**config.mk**
```make
export PLATFORM = sky130hd
export DESIGN_NAME = cmd_serializer
export DESIGN_NICKNAME = d
export VERILOG_FILES = /design/src/rtl/cmd_serializer.sv
export SDC_FILE = /design/constraint.sdc
export NUM_CORES = 1
export LEC_CHECK = 0
export ABC_CLOCK_PERIOD_IN_PS = 2950
export CAP_MARGIN = 20
export CORE_MARGIN = 3
export CORE_UTILIZATION = 60
export DETAILED_ROUTE_END_ITERATION = 8
export DONT_BUFFER_PORTS = 1
export GPL_TIMING_DRIVEN = 1
export PLACE_DENSITY = 0.76
export SYNTH_ARGS = -nofsm -noshare
export SYNTH_HDL_FRONTEND = slang
export SYNTH_SLANG_ARGS = --single-unit
```
**constraint.sdc**
```tcl
create_clock -name clk160 -period 2.95 [get_ports clk160]
set_input_delay 0.295 -clock clk160 [delete_from_list [all_inputs] [get_ports clk160]]
set_output_delay 0.295 -clock clk160 [all_outputs]
set_load 0.02 [all_outputs]
```
**src/rtl/cmd_serializer.sv**
```systemverilog
// cmd_serializer: turns 16-bit command words from the 40->160 command FIFO
// into a continuous MSB-first bit stream at one bit per clk160 cycle.
// Frames are either a sync word (at a fixed frame interval and on every
// start of streaming), a prefetched command word, or an idle filler word.
// One command word is prefetched per frame into a single-entry hold register.
module cmd_serializer #(
    parameter int unsigned SYNC_INTERVAL = 32,       // frames per sync period, 2..255
    parameter logic [15:0] SYNC_WORD     = 16'h817E,
    parameter logic [15:0] IDLE_WORD     = 16'h6969
) (
    input  logic        clk160,
    input  logic        rst,           // synchronous, active-low
    input  logic        en,
    input  logic        cmd_valid,
    input  logic [15:0] cmd_data,
    output logic        rd_cmd,
    output logic        ser_out,
    output logic        frame_start,
    output logic [1:0]  frame_type,
    output logic [15:0] cmd_sent_cnt,
    output logic        ovf_err
);

    typedef enum logic {
        ST_IDLE,
        ST_RUN
    } state_t;

    typedef enum logic [1:0] {
        FT_NONE = 2'b00,
        FT_SYNC = 2'b01,
        FT_IDLE = 2'b10,
        FT_CMD  = 2'b11
    } frame_type_t;

    // Sync counter value at which the next frame to be loaded is a sync frame.
    localparam logic [7:0] SYNC_LAST = 8'(SYNC_INTERVAL - 1);

    // The bit-12 read strobe is registered, so it is decided one cycle early.
    localparam logic [3:0] PREFETCH_DECIDE = 4'd11;
    localparam logic [3:0] LAST_BIT        = 4'd15;

    state_t      state;
    logic [3:0]  bit_cnt;       // position of the bit currently on ser_out
    logic [15:0] shift_reg;     // frame being shifted out, MSB on ser_out
    logic [7:0]  sync_cnt;      // frames loaded since the last sync frame
    logic        hold_full;
    logic [15:0] hold_data;

    logic        sync_due;
    logic        frame_end;
    logic        load_frame;
    logic        take_hold;
    logic        hold_full_nxt;
    logic        capture;
    logic        ovf_set;
    logic        prefetch;
    logic [15:0] next_word;
    frame_type_t next_type;

    // The stream bit is taken straight from the shift register flop.
    assign ser_out = shift_reg[15];

    // A frame entered from IDLE is always a sync frame; otherwise the
    // counter decides.
    assign sync_due   = (state == ST_IDLE) || (sync_cnt == SYNC_LAST);
    assign frame_end  = (state == ST_RUN) && (bit_cnt == LAST_BIT);
    // A new frame is loaded when streaming starts or a frame ends while enabled.
    assign load_frame = en && ((state == ST_IDLE) || frame_end);
    // The held word leaves the hold register only when it is actually sent.
    assign take_hold  = load_frame && !sync_due && hold_full;

    // Hold register next state: a frame load empties it first, so a word
    // arriving in the same cycle is captured instead of overflowing.
    always_comb begin
        // NOTE: every combinational output gets a default before any branch,
        // and blocking '=' is used so later lines see the updated value;
        // together this keeps the block free of inferred latches.
        hold_full_nxt = hold_full;
        capture       = 1'b0;
        ovf_set       = 1'b0;
        if (take_hold) begin
            hold_full_nxt = 1'b0;
        end
        if (cmd_valid) begin
            if (hold_full_nxt) begin
                ovf_set = 1'b1;
            end else begin
                capture       = 1'b1;
                hold_full_nxt = 1'b1;
            end
        end
    end

    // Request a word so that it pulses during bit 12: only when the hold
    // register will be empty, no read is in flight, and the next frame is
    // not a sync frame (a word fetched then would just sit in the hold).
    assign prefetch = (state == ST_RUN)
                   && (bit_cnt == PREFETCH_DECIDE)
                   && !hold_full_nxt
                   && !rd_cmd
                   && (sync_cnt != SYNC_LAST);

    // Content of the next frame, in priority order sync > command > idle.
    always_comb begin
        next_word = IDLE_WORD;
        next_type = FT_IDLE;
        if (sync_due) begin
            next_word = SYNC_WORD;
            next_type = FT_SYNC;
        end else if (hold_full) begin
            next_word = hold_data;
            next_type = FT_CMD;
        end
    end

    // Command payload; loaded only on capture.
    // NOTE: this data register has no reset on purpose; hold_full alone says
    // whether its contents are meaningful, so clearing it would buy nothing.
    always_ff @(posedge clk160) begin
        if (capture) begin
            hold_data <= cmd_data;
        end
    end

    // Serializer FSM with registered outputs, hold flag and counters.
    always_ff @(posedge clk160) begin
        // NOTE: sequential state uses non-blocking '<=' only, so every flop
        // samples the values from before this edge regardless of line order.
        if (!rst) begin
            state        <= ST_IDLE;
            bit_cnt      <= 4'd0;
            shift_reg    <= 16'd0;
            sync_cnt     <= 8'd0;
            hold_full    <= 1'b0;
            rd_cmd       <= 1'b0;
            frame_start  <= 1'b0;
            frame_type   <= FT_NONE;
            cmd_sent_cnt <= 16'd0;
            ovf_err      <= 1'b0;
        end else begin
            hold_full   <= hold_full_nxt;
            rd_cmd      <= prefetch;
            frame_start <= 1'b0;
            if (ovf_set) begin
                ovf_err <= 1'b1;
            end

            if (load_frame) begin
                state       <= ST_RUN;
                bit_cnt     <= 4'd0;
                shift_reg   <= next_word;
                frame_start <= 1'b1;
                frame_type  <= next_type;
                if (sync_due) begin
                    sync_cnt <= 8'd0;
                end else begin
                    sync_cnt <= sync_cnt + 8'd1;
                end
                if (take_hold) begin
                    cmd_sent_cnt <= cmd_sent_cnt + 16'd1;
                end
            end else begin
                case (state)
                    ST_RUN: begin
                        if (frame_end) begin
                            // Enable dropped: the frame has finished, go quiet.
                            state      <= ST_IDLE;
                            bit_cnt    <= 4'd0;
                            shift_reg  <= 16'd0;
                            frame_type <= FT_NONE;
                        end else begin
                            bit_cnt   <= bit_cnt + 4'd1;
                            shift_reg <= {shift_reg[14:0], 1'b0};
                        end
                    end
                    default: begin
                        bit_cnt <= 4'd0;
                    end
                endcase
            end
        end
    end

endmodule

```
==> results.cfg, run 1 <==
[outcome]
status = finished, final reports clean

[power]
vdd_ir_drop_max_uv = 502
leakage_nw = 1.01
powerDensity_mw_per_mm2 = 682

[critical_path]
startpoint = sync_cnt[0]$_SDFFE_PN0P_
crit_fanout = 16
critPathLaunchType = flop
end_kind = flop
r2r_cells = 5
crit_type = flop to flop
timing.rr.start = sync_cnt[0]$_SDFFE_PN0P_
critPathRequiredTime_ns = 2.97
cp.arrival_ns = 2.40

[clock_tree]
cts_hold_buffers = 0
htreeDepth = 3
cts_resized = 0
clock_sinks = 67
clock_latency_ns = 0.35
clk_pin_slew_worst_paths_ns = 0.07
cts_tree = built
cts-root-buf = clkbuf_8
cts_buffers = 9
post_cts_buffers = 0
clock_path_buffers = 2

[yosys]
ys_types = 46
synth_top_area_share_pct = 36.6
synth_seq_cells = 67
avgSynthCellArea_um2 = 9.69
ys_warn_count = 0
yosys_most_used_dff = dfxtp_1
synthCells = 288
synth-edff-count = 16
synth_area_mm2 = 0.00279
yosysSeqAreaShare_pct = 53.8
ys_async_sr_fraction_pct = 0
synth_area_leaders = dfxtp_1 (37%), edfxtp_1 (17%), a21oi_1 (5.2%)
syn_nets = 311
synth_largest_area_cell = dfxtp_1

[layout]
final_cell_count_no_fill = 344
final_cell_area_mm2 = 0.00308
multi_input_comb_area_mm2 = 0.00119
area_growth_pct = 10.3
antenna_cells = 0
final_util_pct = 69.7
nNetsFinal = 310
layout-drive-gt1-share_pct = 7.53
regArea_mm2 = 0.00150
fill_cells = 345

[placed_design]
gp_congestion = 0.812
port_buffers = 0
dp.cells = 328
post_dp_cell_area_mm2 = 0.00281
dp_hpwl_um = 3900

[global_route]
grt_max_degree = 26
track_usage_pct = 23.2
gr-total-overflow = 0
grt_pass1_wl_um = 9410
antenna_found_initial = 0
grt_pass1_vias = 1969

[detailed_routing]
routed_wl_um = 5990
wl_per_cell_um = 17.4
vias = 2267
post-route-drc-count = 0
detail-route-antenna-nets = 0
drt_pass1_iterations = 4
viasPerCell = 6.59
drt_iter0_drc = 142

[sta]
finalSetupViolations = 0
hold_viol = 0
drv_slew = 0
slew_headroom_pct = 38.6
fin_worst_skew_ns = 0.00587
timing.final.crit_share_pct = 80.8
setup_tns_ns = 0
rsz0062_at_grt = false
min_period_ns = 2.38
tightestPinTransition_ns = 0.915
hold-worst-slack_ns = 0.0370
max_clock_freq_mhz = 419

[floorplan]
die_area_mm2 = 0.00550
core-area_mm2 = 0.00441
num_rows = 24
die_h_um = 74.2
start_util_pct = 63.2
die_w_um = 74.2
io_pins = 42

[min_path]
timing.hold.worst.start = cmd_valid
worstHoldPathType = primary input to flop
min_path_cells = 1

[job]
max-cap-violations = 0
[placed cells by master, fill, tap and decap left out, drive strengths merged, types with 5 or more instances in the layout]
cell type	count
dfxtp	51
a21oi	29
o21ai	27
nand2	22
nor2	17
edfxtp	16
nand3	13
or4	12
o31ai	11
clkbuf	11
a31oi	8
nand4	7
inv	6
or3	5
o211ai	5
[where the power goes]
group / total (W) / leakage [nW] / internal (W) / switching (W)
logic: 0.0000855 / 0.308 / 0.0000261 / 0.0000595
registers: 0.000999 / 0.568 / 0.000976 / 0.0000232
clock network: 0.00101 / 0.131 / 0.000668 / 0.000345
[cells by family (layout without fill, tap and decap cells)]
group           Yosys count  in the layout  synth area share (%)
flops                    67             67                  53.8
mux                       1              1                 0.359
fa+ha+maj                 3              3                  1.35
simple gates             89             89                  17.0
xor+xnor                  6              6                  1.88
compound gates           99             99                  22.0
buf+inv                  23             27                  3.59
[layer usage]
layer	global-route usage, %	wire length [um]	part of all wire (%)
met1	28.7	2620	44
met2	35.6	2700	45
met3	8.51	515	8.6
met4	11.7	153	2.6
met5	0	0	0
[path summary, 6_finish.rpt]
| check | end | slack, ns |
|---|---|---|
| setup reg to reg | hold_data[12]$_DFFE_PP_ | 0.57 |
| hold reg to reg | bit_cnt[0]$_SDFF_PP0_ | 0.45 |
| setup / recovery | hold_data[12]$_DFFE_PP_ | 0.57 |
| hold / removal | rd_cmd$_SDFF_PN0_ | 0.04 |
[cells in the mapped netlist (5+ instances only)]
library cell / instances
or4_1: 12
a31oi_1: 8
nand4_1: 6
nand2_1: 22
or3_1: 5
o31ai_1: 11
nand3_1: 13
inv_1: 6
dfxtp_1: 51
clkbuf_1: 9
o21ai_0: 25
edfxtp_1: 16
o211ai_1: 5
a21oi_1: 29
nor2_1: 17
[critical path, cell delays in order, from the launching register on]
cell and delay (ns):
dfxtp_1 0.41, ha_1 0.24, or4b_2 0.61, o21ai_1 0.18
o21ai_0 0.18, and2_1 0.43
[cell type report]
type / instances / share of cell area, %
Sequential cell: 67 / 48.8
Clock buffer: 11 / 4.60
Clock inverter: 5 / 4.03
Multi-Input combinational cell: 198 / 38.6
Timing Repair Buffer: 4 / 0.976
Tap cell: 52 / 2.11
Inverter: 7 / 0.854
[stage by stage]
step	power, W	setup WS, ns
after floorplan	0.00109	0.587
after global placement	0.00110	0.660
after detailed placement	0.00110	0.606
after CTS	0.00210	0.572
after global routing	0.00216	0.396
final	0.00210	0.566
Power figures use the tool's default switching activity.
==> inputs of run 2 (changes only) <==
Settings changed: ABC_CLOCK_PERIOD_IN_PS 2950 to 2400.
Clock period 2.95 ns to 2.4 ns, I/O delays scaled along.
==> run 2 against run 1 <==
Via count increased by 5.6%. Sequential power increased by 22%. Clock skew increased by 0.0029 ns. Global-route usage increased by 2.2 points. Clock power decreased by 19%. Non-clock buffer count increased by 25. First-iteration DRC count decreased by 8.5%. Die area unchanged. Hold slack got worse by 0.0059 ns. Fmax increased by 4.7%. Flip-flop and latch count unchanged. Critical path type unchanged. Critical endpoint is now hold_data[13]$_DFFE_PP_.
==> results.cfg, run 2 (synthesis results as in run 1) <==
[placed_design]
gp_congestion = 0.848
port_buffers = 0
dp_hpwl_um = 4070

[outcome]
status = finished, final reports clean

[layout]
antenna_cells = 0
mostFrequentLayoutCells = dfxtp_1 (51), a21oi_1 (29), o21ai_0 (25)
area_growth_pct = 15.7
nNetsFinal = 335
layout-drive-gt1-share_pct = 9.46
mostFrequentLayoutCell = dfxtp_1

[sta]
slew_headroom_pct = 30.1
hold_viol = 0
rsz0062_at_grt = false
finalSetupViolations = 0
setup_tns_ns = 0
min_period_ns = 2.28
drv_slew = 0
max_clock_freq_mhz = 439
timing.final.crit_share_pct = 94.9
tightestPinTransition_ns = 1.04
fin_worst_skew_ns = 0.00873

[clock_tree]
htreeDepth = 3
cts_tree = built
clock_sinks = 67
clock_latency_ns = 0.34
clock_path_buffers = 2
cts_buffers = 9
cts-root-buf = clkbuf_8
clk_pin_slew_worst_paths_ns = 0.07

[critical_path]
critPathLaunchType = flop
crit_fanout = 16
path_cells = ha_1 > or4b_2 > o21ai_1 > o21ai_0 > and2_2
critPathRequiredTime_ns = 2.46
cp.arrival_ns = 2.34
crit_type = flop to flop
end_kind = flop
cpPeakStageDelay_ns = 0.61
slowest_stage = or4b_2

[global_route]
grt_pass1_vias = 2255
gr-total-overflow = 0
grtUsageMet2_pct = 41.1
antenna_found_initial = 0
busiest_layer = met2
grt_max_degree = 24
track_usage_pct = 25.4
use_met3_pct = 9.86
met1_usage_pct = 30.2
grt_pass1_wl_um = 10400

[floorplan]
core-area_mm2 = 0.00441
die_area_mm2 = 0.00550
num_rows = 24
die_w_um = 74.2
die_h_um = 74.2
io_pins = 42
start_util_pct = 63.2

[detailed_routing]
wl_per_cell_um = 17.3
post-route-drc-count = 0
routed_wl_um = 6380
viasPerCell = 6.49
drt_iter0_drc = 130
drt_pass1_iterations = 4
detail-route-antenna-nets = 0
vias = 2393

[job]
max-cap-violations = 0

[min_path]
worstHoldPathType = primary input to flop

[power]
p_switching_w = 0.000526
vdd_ir_drop_max_uv = 671
powerDensity_mw_per_mm2 = 677
total_power_w = 0.00219
seq_power_share_pct = 56.0
power_frac_clock_pct = 37.6
p_int_w = 0.00166
p_comb_share_pct = 6.4
sw_frac_of_total_pct = 24.1
leakage_nw = 1.07
-- run 2: cell types whose count changed in the layout (fill, tap and decap cells not counted), sizes merged --
cell	before	now
dlygate4sd3	0	19
buf	4	10
bufinv	4	0
clkbuf	11	13
clkinvlp	0	2
-- run 2: power groups by stage --
stage | Clock [W] | Combinational [W] | Sequential (W)
detailed placement | 0 | 0.000109 | 0.00125
finish | 0.000822 | 0.000139 | 0.00122
CTS | 0.000834 | 0.000134 | 0.00122
global route | 0.000892 | 0.000152 | 0.00123
floorplan | 0 | 0.0000928 | 0.00124
global placement | 0 | 0.000108 | 0.00125
-- run 2: worst max-delay path: cells and delay by family (launching register included) --
family / cells / cell delay, ns
compound gates: 2 / 0.43
fa+ha+maj: 1 / 0.18
flops: 1 / 0.39
simple gates: 2 / 0.99
-- run 2: timing repair --
action | CTS | global route
hold buffers | 19 | 0
setup endpoints to repair | 0 | 18
resized for setup | 0 | 3
hold endpoints to repair | 19 | 0
buffers inserted | 0 | 0
-- run 2: through the flow --
step | util, % | setup WS, ns | hold slack (ns) | instance area [um2] | instances
global placement | 64.7 | 0.168 | 0.338 | 2860 | 334
floorplan | - | 0.0371 | 0.330 | 2790 | 288
finish | 73.2 | 0.123 | 0.0311 | 3230 | 369
global route | 73.2 | 0.00545 | 0.0182 | 3230 | 369
detailed placement | 64.7 | 0.0836 | 0.339 | 2860 | 334
CTS | 72.9 | 0.0543 | 0.0144 | 3220 | 369
-- run 2: final cells by class --
type,instances,area [um2]
clock buffers,13,149
clock inverters,3,23.8
fillers,312,1180
inverters,7,26.3
multi-input cells,198,1200
flip-flops and latches,67,1500
well taps,52,65.1
repair buffers,29,265
-- run 2: worst paths after layout --
check | from | endpoint | slack, ns | cells after the start
hold / removal | rst | shift_reg[1]$_SDFFE_PN0P_ | 0.03 | 2
setup reg to reg | sync_cnt[0]$_SDFFE_PN0P_ | hold_data[13]$_DFFE_PP_ | 0.12 | 5
hold reg to reg | bit_cnt[0]$_SDFF_PP0_ | bit_cnt[0]$_SDFF_PP0_ | 0.46 | 1
setup / recovery | sync_cnt[0]$_SDFFE_PN0P_ | hold_data[13]$_DFFE_PP_ | 0.12 | 5
-- run 2: metal layers --
layer  routed length [um]  vias up
met3                  488        9
li1                     -     1148
met2                 3120       98
met5                    0        -
met1                 2710     1138
met4                   69        0
==> patch 1: new RTL, settings of run 2 <==
Register the output `frame_start` once more, cleared by the reset; this adds one clock of latency there. The other outputs are not delayed to match.
--- a/src/rtl/cmd_serializer.sv
+++ b/src/rtl/cmd_serializer.sv
@@ -40,4 +40,6 @@
     localparam logic [3:0] PREFETCH_DECIDE = 4'd11;
     localparam logic [3:0] LAST_BIT        = 4'd15;
+
+    logic frame_start_s0;
 
     state_t      state;
@@ -135,5 +137,5 @@
             hold_full    <= 1'b0;
             rd_cmd       <= 1'b0;
-            frame_start  <= 1'b0;
+            frame_start_s0 <= 1'b0;
             frame_type   <= FT_NONE;
             cmd_sent_cnt <= 16'd0;
@@ -142,5 +144,5 @@
             hold_full   <= hold_full_nxt;
             rd_cmd      <= prefetch;
-            frame_start <= 1'b0;
+            frame_start_s0 <= 1'b0;
             if (ovf_set) begin
                 ovf_err <= 1'b1;
@@ -151,5 +153,5 @@
                 bit_cnt     <= 4'd0;
                 shift_reg   <= next_word;
-                frame_start <= 1'b1;
+                frame_start_s0 <= 1'b1;
                 frame_type  <= next_type;
                 if (sync_due) begin
@@ -183,4 +185,12 @@
     end
 
+    always_ff @(posedge clk160) begin
+        if (!rst) begin
+            frame_start <= '0;
+        end else begin
+            frame_start <= frame_start_s0;
+        end
+    end
+
 endmodule
 
Check against the original RTL: not equivalent (a bounded check fails within 4 cycles, from zero or initial values and one cycle with rst low).
==> patch 1 against run 2 <==
- setup slack improved by 0.050 ns
- routed wire length shrank 1.9%
- sequential cell count increased by 1
- fmax grew 2.2%
- combinational power shrank 3%
- synthesized area grew 0.72%
- cell area rose by 1.1%
- sequential share of layout area rose by 0.097 points
- power grew 2.9%
- largest power group unchanged
==> patch 1: results (changes against run 2) <==
status: complete, no violations
first-pass GRT wire length: 10120 um (-3.0%)
worst hold slack: 0.01682 ns (-0.01425 ns)
Net Sw Power: 0.5068 mW (-3.7%)
cells after synthesis: 289 (+0.35%)
Reg-to-Reg End: hold_data[8]$_DFFE_PP_
vias in the first global route: 2204 (-2.3%)
reported combinational group power: 0.135 mW (-3%)
placed cell areas: 2927 um2 (+2.5%)
global routing usage on met3: 6.892% (-3.0 points)
VDD IR max: 0.4840 mV (-28%)
Worst R2R Setup Slack: 0.17 ns (+0.05 ns)
wl on met1: 2676 um (-1.1%)
GRT Total Usage: 24.34% (-1.0 points)
Crit path largest cell delay: 0.63 ns (+0.02 ns)
largest net degree at the start of global routing: 27 (+13%)
Setup WS pre-CTS: 0.1115 ns (+0.02791 ns)
met1 Resource Use GR: 30.80% (+0.61 points)
Synth Area in XOR/XNOR: 1.870% (-0.013 points)
vias: 2372 (-0.88%)
Nets: 339 (+1.2%)
sequential group share of total power: 55.3% (-0.7 points)
hold path cells: 1 (-1)
HPWL after DPL: 3777 um (-7.2%)
layout cells sized above 1: 10.28% (+0.82 points)
Fillers: 319 (+2.2%)
P_leak: 1.102 nW (+3.0%)
complex-gate fraction of the synthesized area: 21.59% (-0.42 points)
Tmin final: 2.227 ns (-0.05000 ns)
[patch 1: area by class of cell]
class	count	area [um2]	area share (%)
Timing Repair Buffer	33	287.8	8.812
Inverter	9	33.78	1.034
Tap cell	52	65.06	1.992
Clock inverter	4	42.54	1.303
Clock buffer	12	135.1	4.138
Sequential cell	68	1521	46.59
Multi-Input combinational cell	195	1180	36.13
[patch 1: cell families after synthesis]
logic type | Yosys count
adder cells (fa/ha/maj) | 3
buffers and inverters | 26
multiplexers | 1
flip-flops | 68
AND/OR/NAND/NOR | 88
XOR/XNOR | 6
AO/OA/AOI/OAI | 97
[patch 1: timing repair]
action	CTS	global route
endpoints found under the setup margin	0	16
gates resized for setup	0	1
hold buffers	16	0
endpoints found under the hold margin	16	0
[patch 1: critical path: cells and delay by family, from the launching register on]
family          cells  cell delay (ns)
compound gates      2             0.37
flops               1             0.40
simple gates        2             0.98
fa+ha+maj           1             0.19
==> patch 2: new RTL, config.mk and constraints of run 2 <==
Made on the original files. The parameter `IDLE_WORD` goes from 16'h6969 to 16'h4F0E.
--- a/src/rtl/cmd_serializer.sv
+++ b/src/rtl/cmd_serializer.sv
@@ -7,5 +7,5 @@
     parameter int unsigned SYNC_INTERVAL = 32,       // frames per sync period, 2..255
     parameter logic [15:0] SYNC_WORD     = 16'h817E,
-    parameter logic [15:0] IDLE_WORD     = 16'h6969
+    parameter logic [15:0] IDLE_WORD     = 16'h4F0E
 ) (
     input  logic        clk160,
Behaviour: no difference found for any inputs over 10 cycles, from zero or initial values and one cycle with rst low; that may be too few to reach the edited logic, so the function may still have changed.
==> patch 2 against run 2 <==
- cell area rose by 0.93%
- power rose by 8.0%
- routed wire length fell by 4.2%
- clock skew rose by 0.0010 ns
- utilization rose by 0.68 points
- count of clock-buffer cells in the layout rose by 2
- sequential share of layout area fell by 0.43 points
- global-route usage fell by 0.56 points
- synthesized area fell by 0.58%
- worst hold slack got worse by 0.0019 ns
- sequential cell count did not move
- synthesized cell count did not move
- setup slack improved by 0.069 ns
==> patch 2: results (changes against run 2) <==
status: complete, no violations
Post-Synth Adder-Cell Area: 1.353% (+0.0079 points)
GRT Total Usage: 24.80% (-0.56 points)
Fillers: 325 (+4.2%)
Worst R2R Setup Slack: 0.19 ns (+0.07 ns)
multiplexer share of the synthesized area: 0.4060% (+0.047 points)
Synth Area in XOR/XNOR: 1.894% (+0.011 points)
complex-gate fraction of the synthesized area: 22.33% (+0.31 points)
Worst Path Arrival: 2.48 ns (+0.14 ns)
slowest CP cell: or4_1
Routed met2 length: 2918 um (-6.5%)
vias in the first global route: 2157 (-4.3%)
largest family of logic cells by synthesized area: compound AO/OA/AOI/OAI gates
first-pass GRT wire length: 10050 um (-3.6%)
initial antenna violation count: 0 (unchanged)
Mapped Nets: 311 (unchanged)
worst hold start: en
DR WL/cell: 16.57 um (-4.2%)
skew final: 0.009729 ns (+0.001003 ns)
crit path max fanout: 10 (-6)
global routing usage on met3: 9.595% (-0.27 points)
Post-CTS Hold Buffers: 17 (-2)
CP Launch Point: bit_cnt[0]$_SDFF_PP0_
highest routed layer: met4
met2 global-route usage: 39.07% (-2.1 points)
Crit path largest cell delay: 0.70 ns (+0.09 ns)
# Post-CTS Setup Buffers: 0 (unchanged)
Synth cell types: 40 (-13%)
wl on met1: 2618 um (-3.3%)
WL met3: 413 um (-15%)
Worst Hold End: state$_SDFF_PN0_
DR iter-0 viols: 139 (+6.9%)
vias: 2294 (-4.1%)
VDD IR max: 0.5339 mV (-20%)
Pint: 1.849 mW (+11%)
P_leak: 1.091 nW (+2.0%)
CP endpoint: cmd_sent_cnt[15]$_SDFFE_PN0P_
HPWL after DPL: 3785 um (-7.0%)
placed cell areas: 2863 um2 (+0.22%)
Reg clk slew, reported paths: 0.07 ns (about the same)
gp weighted congestion: 0.9090 (+7.2%)
Synth area leaders: dfxtp_1 (37%), edfxtp_1 (17%), o21ai_0 (5.4%)
number of flops mapped to enable cells by yosys: 16 (unchanged)
post-synthesis sequential area ratio: 54.13% (+0.32 points)
slew margin rel.: 44.93% (+15 points)
H-tree Lvls: 3 (unchanged)
largest net degree at the start of global routing: 26 (+8.3%)
post-layout util: 73.84% (+0.68 points)
met1 Resource Use GR: 29.02% (-1.2 points)
CTS buffer count: 9 (unchanged)
Post-synth top cells: dfxtp_1 (51), o21ai_0 (30), a21oi_1 (26), nor2_1 (24), nand3_1 (17)
-- patch 2: power by group through the flow --
stage                     Clock, mW  Sequential [mW]  Combinational, mW
final                          1.00             1.23              0.134
after global routing           1.08             1.23              0.151
after CTS                      1.01             1.23              0.130
after detailed placement          0             1.25              0.108
after global placement            0             1.25              0.107
after floorplan                   0             1.24             0.0884
-- patch 2: layout make-up --
| class | instances | share of cell area (%) |
|---|---|---|
| clock inverter | 1 | 0.9213 |
| tap | 52 | 1.996 |
| inverter | 7 | 0.8061 |
| multi-input combinational | 197 | 36.20 |
| sequential | 67 | 46.07 |
| timing repair buffer | 30 | 8.292 |
| clock buffer | 15 | 5.720 |
-- patch 2: per-stage QoR --
stage,hold WS (ns),worst slack (ns),std cells
final,0.02915,0.1916,369
after global routing,0.01552,0.008126,369
after CTS,0.001554,0.1873,368
after detailed placement,0.3389,0.2197,335
after global placement,0.3389,0.2416,335
after floorplan,0.3389,0.3024,288
